===== src/rtl/csa_resolve25.sv =====
// csa_resolve25: chunk-serial carry-save resolver, res = s_in + 2*c_in; ovf port under CSA_RESOLVE_OVF_EN
module csa_resolve25 #(
  parameter int CHUNK = 9
) (
  input  logic        clk,
  input  logic        rst,
  input  logic        in_valid,
  output logic        in_ready,
  input  logic [24:0] s_in,
  input  logic [24:0] c_in,
  output logic        out_valid,
  input  logic        out_ready,
  output logic [26:0] res
`ifdef CSA_RESOLVE_OVF_EN
  ,
  output logic        ovf
`endif
);
  localparam int NCHUNK = 27 / CHUNK;
  typedef enum logic [1:0] {IDLE, BUSY, DONE} state_t;
  state_t state, state_nxt;
  logic [26:0] a, b, res_nxt;
  logic [4:0] k;
  logic carry, last;
  logic [CHUNK:0] sum;
  assign last = k == 5'(NCHUNK - 1);
  assign sum = {1'b0, a[k*CHUNK +: CHUNK]} + {1'b0, b[k*CHUNK +: CHUNK]} + {{CHUNK{1'b0}}, carry};
  always_comb begin
    res_nxt = res;
    res_nxt[k*CHUNK +: CHUNK] = sum[CHUNK-1:0];
  end
  always_ff @(posedge clk) state <= rst ? IDLE : state_nxt;
  always_comb
    state_nxt = state == IDLE ? (in_valid ? BUSY : IDLE) :
                state == BUSY ? (last ? DONE : BUSY) :
                (out_ready ? IDLE : DONE);
  always_comb begin
    in_ready = state == IDLE;
    out_valid = state == DONE;
  end
  // the carry out of the final chunk is registered but never consumed
  always_ff @(posedge clk)
    if (rst) begin
      a <= '0;
      b <= '0;
      res <= '0;
      k <= '0;
      carry <= 1'b0;
    end else if (state == IDLE && in_valid) begin
      a <= {2'b0, s_in};
      b <= {1'b0, c_in, 1'b0};
      k <= '0;
      carry <= 1'b0;
    end else if (state == BUSY) begin
      res <= res_nxt;
      carry <= sum[CHUNK];
      k <= k + 5'd1;
    end
`ifdef CSA_RESOLVE_OVF_EN
  always_ff @(posedge clk)
    if (rst) ovf <= 1'b0;
    else if (state == BUSY && last) ovf <= |res_nxt[26:25];
`endif
endmodule


===== config.mk =====
export PLATFORM = sky130hd
export DESIGN_NAME = csa_resolve25
export DESIGN_NICKNAME = d
export VERILOG_FILES = /design/src/rtl/csa_resolve25.sv
export SDC_FILE = /design/constraint.sdc
export NUM_CORES = 1
export LEC_CHECK = 0
export CAP_MARGIN = 20
export CORE_ASPECT_RATIO = 1.75
export CORE_MARGIN = 2
export CORE_UTILIZATION = 45
export CTS_CLUSTER_DIAMETER = 40
export DETAILED_ROUTE_END_ITERATION = 6
export GPL_ROUTABILITY_DRIVEN = 0
export GPL_TIMING_DRIVEN = 0
export PLACE_DENSITY_LB_ADDON = 0.05
export SLEW_MARGIN = 20
export SYNTH_ARGS = -nofsm -noshare
export SYNTH_HDL_FRONTEND = slang
export SYNTH_SLANG_ARGS = --single-unit

===== constraint.sdc =====
create_clock -name clk -period 9.5 [get_ports clk]
set_input_delay 0.95 -clock clk [delete_from_list [all_inputs] [get_ports clk]]
set_output_delay 0.95 -clock clk [all_outputs]
set_load 0.02 [all_outputs]

### After elaboration in Yosys (flattened, before gate mapping)

Index checks and enable logic that the tools add are counted.

| word-level totals | value |
|---|---|
| register bits | 85 |
| input port bits | 54 |
| output and inout port bits | 29 |
| word-level logic and storage cells | 29 |

| operators by class | value |
|---|---|
| add/subtract/negate cells | 4 |
| multiply operators | 1 |
| equality and inequality tests | 3 |
| shift operators | 4 |
| muxes and demuxes | 6 |
| bitwise operators | 1 |
| reduce and logical (&&, ||, !) cells | 4 |

Operators with widths:

| kind | count |
|---|---|
| $shiftx 27x10->9 | 2 |
| $neg 9->34 | 1 |
| $shift 9x34->27 const A | 1 |
| $shiftx 9x34->27 | 1 |
| $bwmux 27 | 1 |
| $add 10x1->10 | 1 |
| $add 9x9->10 | 1 |
| $mul 5x4->9 const B | 1 |
| $mux 2 | 4 |
| $add 5x1->5 const B | 1 |
| $eq 5x2->1 const B | 1 |
| $eq 2x1->1 const B | 1 |
| $eq 2x2->1 const B | 1 |
| $logic_not 2->1 | 1 |
| $reduce_and 2->1 | 1 |
| $reduce_or 2->1 | 1 |
| $logic_and 1x1->1 | 1 |
| $mux 1 | 1 |
| $not 1->1 | 1 |

### Longest topological paths before layout

Gate-level depths: netlist of the first run.

| logic depth | value |
|---|---|
| word-level depth | 6 |
| depth in mapped cells | 12 |
| mapped depth without buffers | 10 |

### Worst setup path after synthesis of the first run

OpenSTA, ideal clock, no wires.

| timing path | value |
|---|---|
| path type | register to register |
| start | register k[3] |
| end | register res[17] |
| setup time | 92 ps |
| arrival | 3090 ps |
| required time | 9408 ps |
| path slack | 6318 ps |
| stages on the path, launching flop included | 12 |
| path buffers | 3 |
| period minus slack after synthesis | 3182 ps |
| cells stage by stage | dfxtp_1 clkbuf_1 or2_1 clkbuf_1 clkbuf_1 nor2_1 fa_1 fa_1 a211oi_1 or2_2 o221ai_1 o32ai_1 |

| between the ends | value |
|---|---|
| longest elaborated chain between the ends | 6 |
| elaborated cells on any way between the ends | 9 |

Ends and longest elaborated chain:

| what | line | text |
|---|---|---|
| start: declaration | 23 | `logic [4:0] k;` |
| start signal: assignment | 57 | `k <= k + 5'd1;` |
| $mul 5x4->9 (*) | 27, 30 |  |
| $shiftx 27x10->9 | 27 | `assign sum = {1'b0, a[k*CHUNK +: CHUNK]} + {1'b0, b[k*CHUNK +: CHUNK]} + {{CHUNK{1'b0}}, carry};` |
| $add 9x9->10 | 27 |  |
| $add 10x1->10 | 27 |  |
| $shiftx 9x34->27 | 30 | `res_nxt[k*CHUNK +: CHUNK] = sum[CHUNK-1:0];` |
| $bwmux 27 (*) | 30 |  |
| end signal: assignment | 55 | `res <= res_nxt;` |
| end: declaration | 13 | `output logic [26:0] res` |

Every way passes the cells marked *; elsewhere a longest branch is shown, timed or not.
A chain may end at the register's enable or synchronous reset.

### Final worst setup path of the first run

Ends and elaborated chain as after synthesis.

==> flow_summary.toml, run 1 <==
[yosys]
synth.avg_cell_area_um2 = 7.90
syn_area_um2 = 4020
synthFlopType = "dfxtp_1"
synth.most_common_cell = "nand2_1"
yosys_warnings = 0
synth_top_area_share_pct = 42.3
ys_types = 46
synth_seq_cells = 85
ys_top_cells_by_area = "dfxtp_1 42%, nand2_1 10%, a21oi_1 10%"
synthArstFlopShare_pct = 0
yosysTopAreaCell = "dfxtp_1"
synth-edff-count = 0
syn_inst = 509
synth_commonest_cells = "110 x nand2_1, 85 x dfxtp_1, 81 x a21oi_1, 52 x nor2_1, 29 x clkbuf_1"
syn_nets = 576
synth-seq-area-share_pct = 42.3

[placed_design]
hpwl_mm = 8.49
portBuffers = 82
detailedPlace.worstSlack_ps = 5650
dp_cells = 708
place_area_um2 = 4990

[global_route]
grt_pass1_vias = 3802
grt_first_pass_wirelength_mm = 18.2
antenna_found_initial = 0
gr-total-overflow = 0
grt_usage_pct = 24.6
grt_max_degree = 14

[cells_and_area]
final_cells = 724
drive_gt1_share_pct = 4.12
syn_to_final_growth_pct = 31.0
n_fill_cell = 868
design_area_um2 = 5270
finish.net_count = 669
diodes = 0
fin_util_pct = 60.7

[run_status]
status = "complete, no violations"

[worst_hold_path]
hp-class = "reg2reg"
hold_end = "a[21]"
hold_start = "a[21]"
whs_path_depth = 2

[timing]
finalClockSkew_ps = 6.59
finalSetupViolations = 0
fin_setup_tns_ps = 0
rsz0062_at_grt = "false"
period_share_pct = 40.5
max_slew_margin_pct = 47.8
hold_viol_final = 0
hold_slack_ps = 453
worst_slack_ps = 5650
worst_slew_pin_slew_ps = 783
slew_violations = 0
max_freq_mhz = 260
period_minus_slack_ps = 3850

[worst_setup_path]
setup.worst_path.class = "reg2reg"
critPathArrivalTime_ps = 4090
crit_family = "buffers and inverters"
reg2reg_to = "res[17]"
path_cells = "clkbuf_1 -> or2_1 -> clkbuf_1 -> clkbuf_1 -> nor2_1 -> fa_1 -> fa_1 -> a211oi_1 -> or2_2 -> o221ai_1 -> o32ai_1"
slowest_stage = "fa_1"
rr_worst_depth = 11
crit_buf_inv = 3
r2r-start = "k[3]"
r2r_slack_ps = 5650
required_ps = 9740
cp_max_fo = 10
cp-end-kind = "flop"
path_common_cell = "clkbuf_1"
start_kind = "flop"
max_stage_delay_ps = 450

[clock_network]
cts_num_sinks = 85
htreeDepth = 3
cts_tree = "yes"
cts_root_buf = "clkbuf_16"
post-cts-setup-buffer-count = 0
clockBufferDepth = 2
clk_pin_slew_worst_paths_ps = 60
cts_hold_buf = 0
cts_resized = 0
numCtsBuffers = 9
clk_latency_ps = 340

[die]
fp-row-count = 45
core_area_um2 = 8670
die_height_um = 129
start_util_pct = 46.3
pin_count = 83
die_area_um2 = 9730
die_w_um = 75.4

[routing]
drc = 0
vias = 3771
antenna_left = 0
wl_per_cell_um = 15.1
initialDrtViolationCount = 213
firstDrtPassIters = 4
vias_per_cell = 5.21
totalWireLength_mm = 10.9

[power_and_ir_drop]
total_power_mw = 0.855
powerDensity_nw_per_um2 = 162
ir_drop_v = 0.000142
p_leak_nw = 1.90

[run]
maxCapViolCount = 0
metal layers:
layer  vias up  wire, µm  global-route usage [%]
met3        17       420                    3.58
li1       1931         -                       -
met4         0       323                    12.4
met2        86      5950                    45.0
met5         -         0                       0
met1      1737      4210                    26.3
tightest hold or removal path, stage by stage (launching register included):
cell and delay, ps:
dfxtp_1 310, nand2_1 50, a21oi_1 50
flip-flops by register name (all words and copies together), names as in the netlist:
register  count
a            25
b            25
carry         1
k             5
res          27
state         2
worst max-delay path by stage:
stage          start      end  slack [ps]  cells after the start
6_report        k[3]  res[17]        5650                     11
5_1_grt         k[3]  res[17]        5320                     11
4_1_cts         k[3]  res[17]        5620                     11
3_5_place_dp    k[3]  res[17]        5650                     11
3_3_place_gp    k[3]  res[17]        5720                     11
2_1_floorplan   k[3]  res[17]        6320                     11
cells by family after synthesis:
| logic type | after synthesis | share of synthesized area, % |
|---|---|---|
| AO/OA/AOI/OAI | 128 | 18.2 |
| XOR/XNOR | 8 | 1.74 |
| adder cells (fa/ha/maj) | 13 | 4.42 |
| buffers and inverters | 36 | 3.46 |
| flip-flops | 85 | 42.3 |
| multiplexers | 19 | 4.73 |
| AND/OR/NAND/NOR | 220 | 25.1 |
cells in the final DEF, fill, tap and decap left out, drive strengths merged, types with 7 or more instances in the layout:
cell type,synthesis,final
nand2b,19,19
o22ai,7,7
a21oi,81,81
nand4,7,7
a211oi,8,8
nor2,52,52
mux2i,19,19
dfxtp,85,85
clkbuf,29,41
o21ai,15,15
nand2,110,110
ha,11,11
nand3,7,7
clkdlybuf4s50,0,82
power by group:
part	switching (mW)	leakage, nW	internal (mW)
combinational	0.0805	1.07	0.0616
sequential	0.00939	0.693	0.373
clock	0.140	0.138	0.190
total	0.230	1.90	0.625
layout make-up:
| cell class | instances | area (µm²) | share of cell area (%) |
|---|---|---|---|
| tap | 117 | 146 | 2.78 |
| inverter | 2 | 7.51 | 0.143 |
| clock inverter | 4 | 22.5 | 0.428 |
| timing repair buffer | 82 | 821 | 15.6 |
| buffer | 34 | 131 | 2.50 |
| clock buffer | 12 | 256 | 4.87 |
| multi-input combinational | 388 | 2180 | 41.4 |
| sequential | 85 | 1700 | 32.3 |
Note: power is estimated with default switching activity, not from simulation.
==> inputs of run 2 (changes only) <==
==> constraint.sdc (replaced) <==
create_clock -name clk -period 3.3 [get_ports clk]
set_input_delay 0.33 -clock clk [delete_from_list [all_inputs] [get_ports clk]]
set_output_delay 0.33 -clock clk [all_outputs]
set_load 0.02 [all_outputs]
==> run 2 against run 1 <==
Against the previous run:
- sequential share of layout area down 0.24 points
- critical path depth down 2
- critical path type unchanged
- combinational power rose to 3.0 times the previous value
- first-iteration DRC count grew 18%
==> flow_summary.toml, run 2 (same netlist as run 1, synthesis figures left out) <==
[worst_setup_path]
required_ps = 3540
r2r_slack_ps = 240
setup.worst_path.class = "reg2reg"
cp_max_fo = 10
slowest_stage = "dfxtp_1"
path_cells = "or2_4 -> clkbuf_2 -> nor2_1 -> fa_1 -> fa_1 -> a211oi_4 -> or2_2 -> o221ai_2 -> o32ai_1"
start_kind = "flop"
max_stage_delay_ps = 550
cp-end-kind = "flop"
crit_family = "adder cells"
path_common_cell = "fa_1"
critPathArrivalTime_ps = 3300
crit_buf_inv = 1

[routing]
wl_per_cell_um = 15.2
drc = 0
antenna_left = 0
firstDrtPassIters = 4
vias = 3774
initialDrtViolationCount = 251
totalWireLength_mm = 10.9
vias_per_cell = 5.24

[cells_and_area]
drive_gt1_share_pct = 6.14
final_common_cell = "nand2_1"
finish.net_count = 665
top_regs = "res: 27 flops, a: 25 flops, b: 25 flops"
fin_util_pct = 61.2
final_cell_mix = "110 x nand2_1, 84 x dfxtp_1, 82 x clkdlybuf4s50_1"
regMostFlops = "res"
design_area_um2 = 5310
diodes = 0
largest_register_ffs = 27
syn_to_final_growth_pct = 32.1

[timing]
finalSetupViolations = 0
worst_slew_pin_slew_ps = 676
finalClockSkew_ps = 6.20
max_freq_mhz = 327
period_share_pct = 92.7
max_slew_margin_pct = 54.9
slew_violations = 0
period_minus_slack_ps = 3060
hold_slack_ps = 452
hold_viol_final = 0
fin_setup_tns_ps = 0
rsz0062_at_grt = "false"

[placed_design]
place_area_um2 = 4990
portBuffers = 82
hpwl_mm = 8.49

[run]
maxCapViolCount = 0

[global_route]
grt_usage_pct = 24.5
antenna_found_initial = 0
grt_pass1_vias = 3769
gr-total-overflow = 0
grt_first_pass_wirelength_mm = 18.1
grt_max_degree = 16

[clock_network]
cts_tree = "yes"
htreeDepth = 3
cts_root_buf = "clkbuf_16"
cts_hold_buf = 0
clk_latency_ps = 340
post-cts-setup-buffer-count = 0
clk_pin_slew_worst_paths_ps = 60
cts_num_sinks = 85
clockBufferDepth = 2
numCtsBuffers = 9

[worst_hold_path]
hp-class = "reg2reg"

[die]
start_util_pct = 46.3
core_area_um2 = 8670
fp-row-count = 45
pin_count = 83
die_area_um2 = 9730
die_w_um = 75.4
die_height_um = 129

[run_status]
status = "complete, no violations"

[power_and_ir_drop]
total_power_mw = 2.47
ir_drop_v = 0.000411
powerDensity_nw_per_um2 = 465
p_leak_nw = 1.92
-- run 2: cell types whose count changed in the layout (fill, tap and decap cells not counted), moves of 2 or more --
| cell | delta |
|---|---|
| a211oi_1 | -3 |
| buf_1 | -2 |
| clkbuf_2 | +2 |
| a211oi_2 | +2 |
| clkbuf_1 | -6 |
-- run 2: timing repair --
item                       4_1_cts  5_1_grt
setup endpoints to repair       22       13
pin swaps                        0        1
resized for setup                8        9
-- run 2: routing by layer --
metal	track usage, %	up-vias	wire length (µm)
met3	4.35	15	377
li1	-	1922	-
met2	45.5	88	6080
met1	26.4	1749	4230
met4	9.60	0	260
met5	0	-	0
-- run 2: where the power goes --
group	switching, mW	internal [mW]	total, mW	leakage, nW
Sequential	0.0270	1.08	1.10	0.694
Clock	0.400	0.547	0.947	0.138
Combinational	0.238	0.183	0.421	1.09
Total	0.665	1.81	2.47	1.92
-- run 2: final timing paths --
kind                            cells past startpoint       to   from
worst min register to register                      2    a[21]  a[21]
worst max-delay path                                9  res[17]   k[3]
worst min-delay path                                2    a[21]  a[21]
worst max register to register                      9  res[17]   k[3]
-- run 2: through the flow --
stage               instances  setup WS [ps]
global placement          708           -479
detailed placement        708           -555
CTS                       720           52.7
floorplan                 509            118
finish                    720            240
global route              720           15.7
-- run 2: worst min-delay path, delay by kind of cell (launching register included) --
family,cells,cell delay (ps)
and+or+nand+nor,1,50
DFF,1,310
AOI/OAI and AO/OA,1,50
-- run 2: cell type report --
type,instances,area (µm²)
multi-input cells,388,2220
well taps,117,146
clock buffers,12,256
plain buffers,30,128
flip-flops and latches,85,1700
clock inverters,4,22.5
fillers,861,3360
inverters,2,7.51
repair buffers,82,821
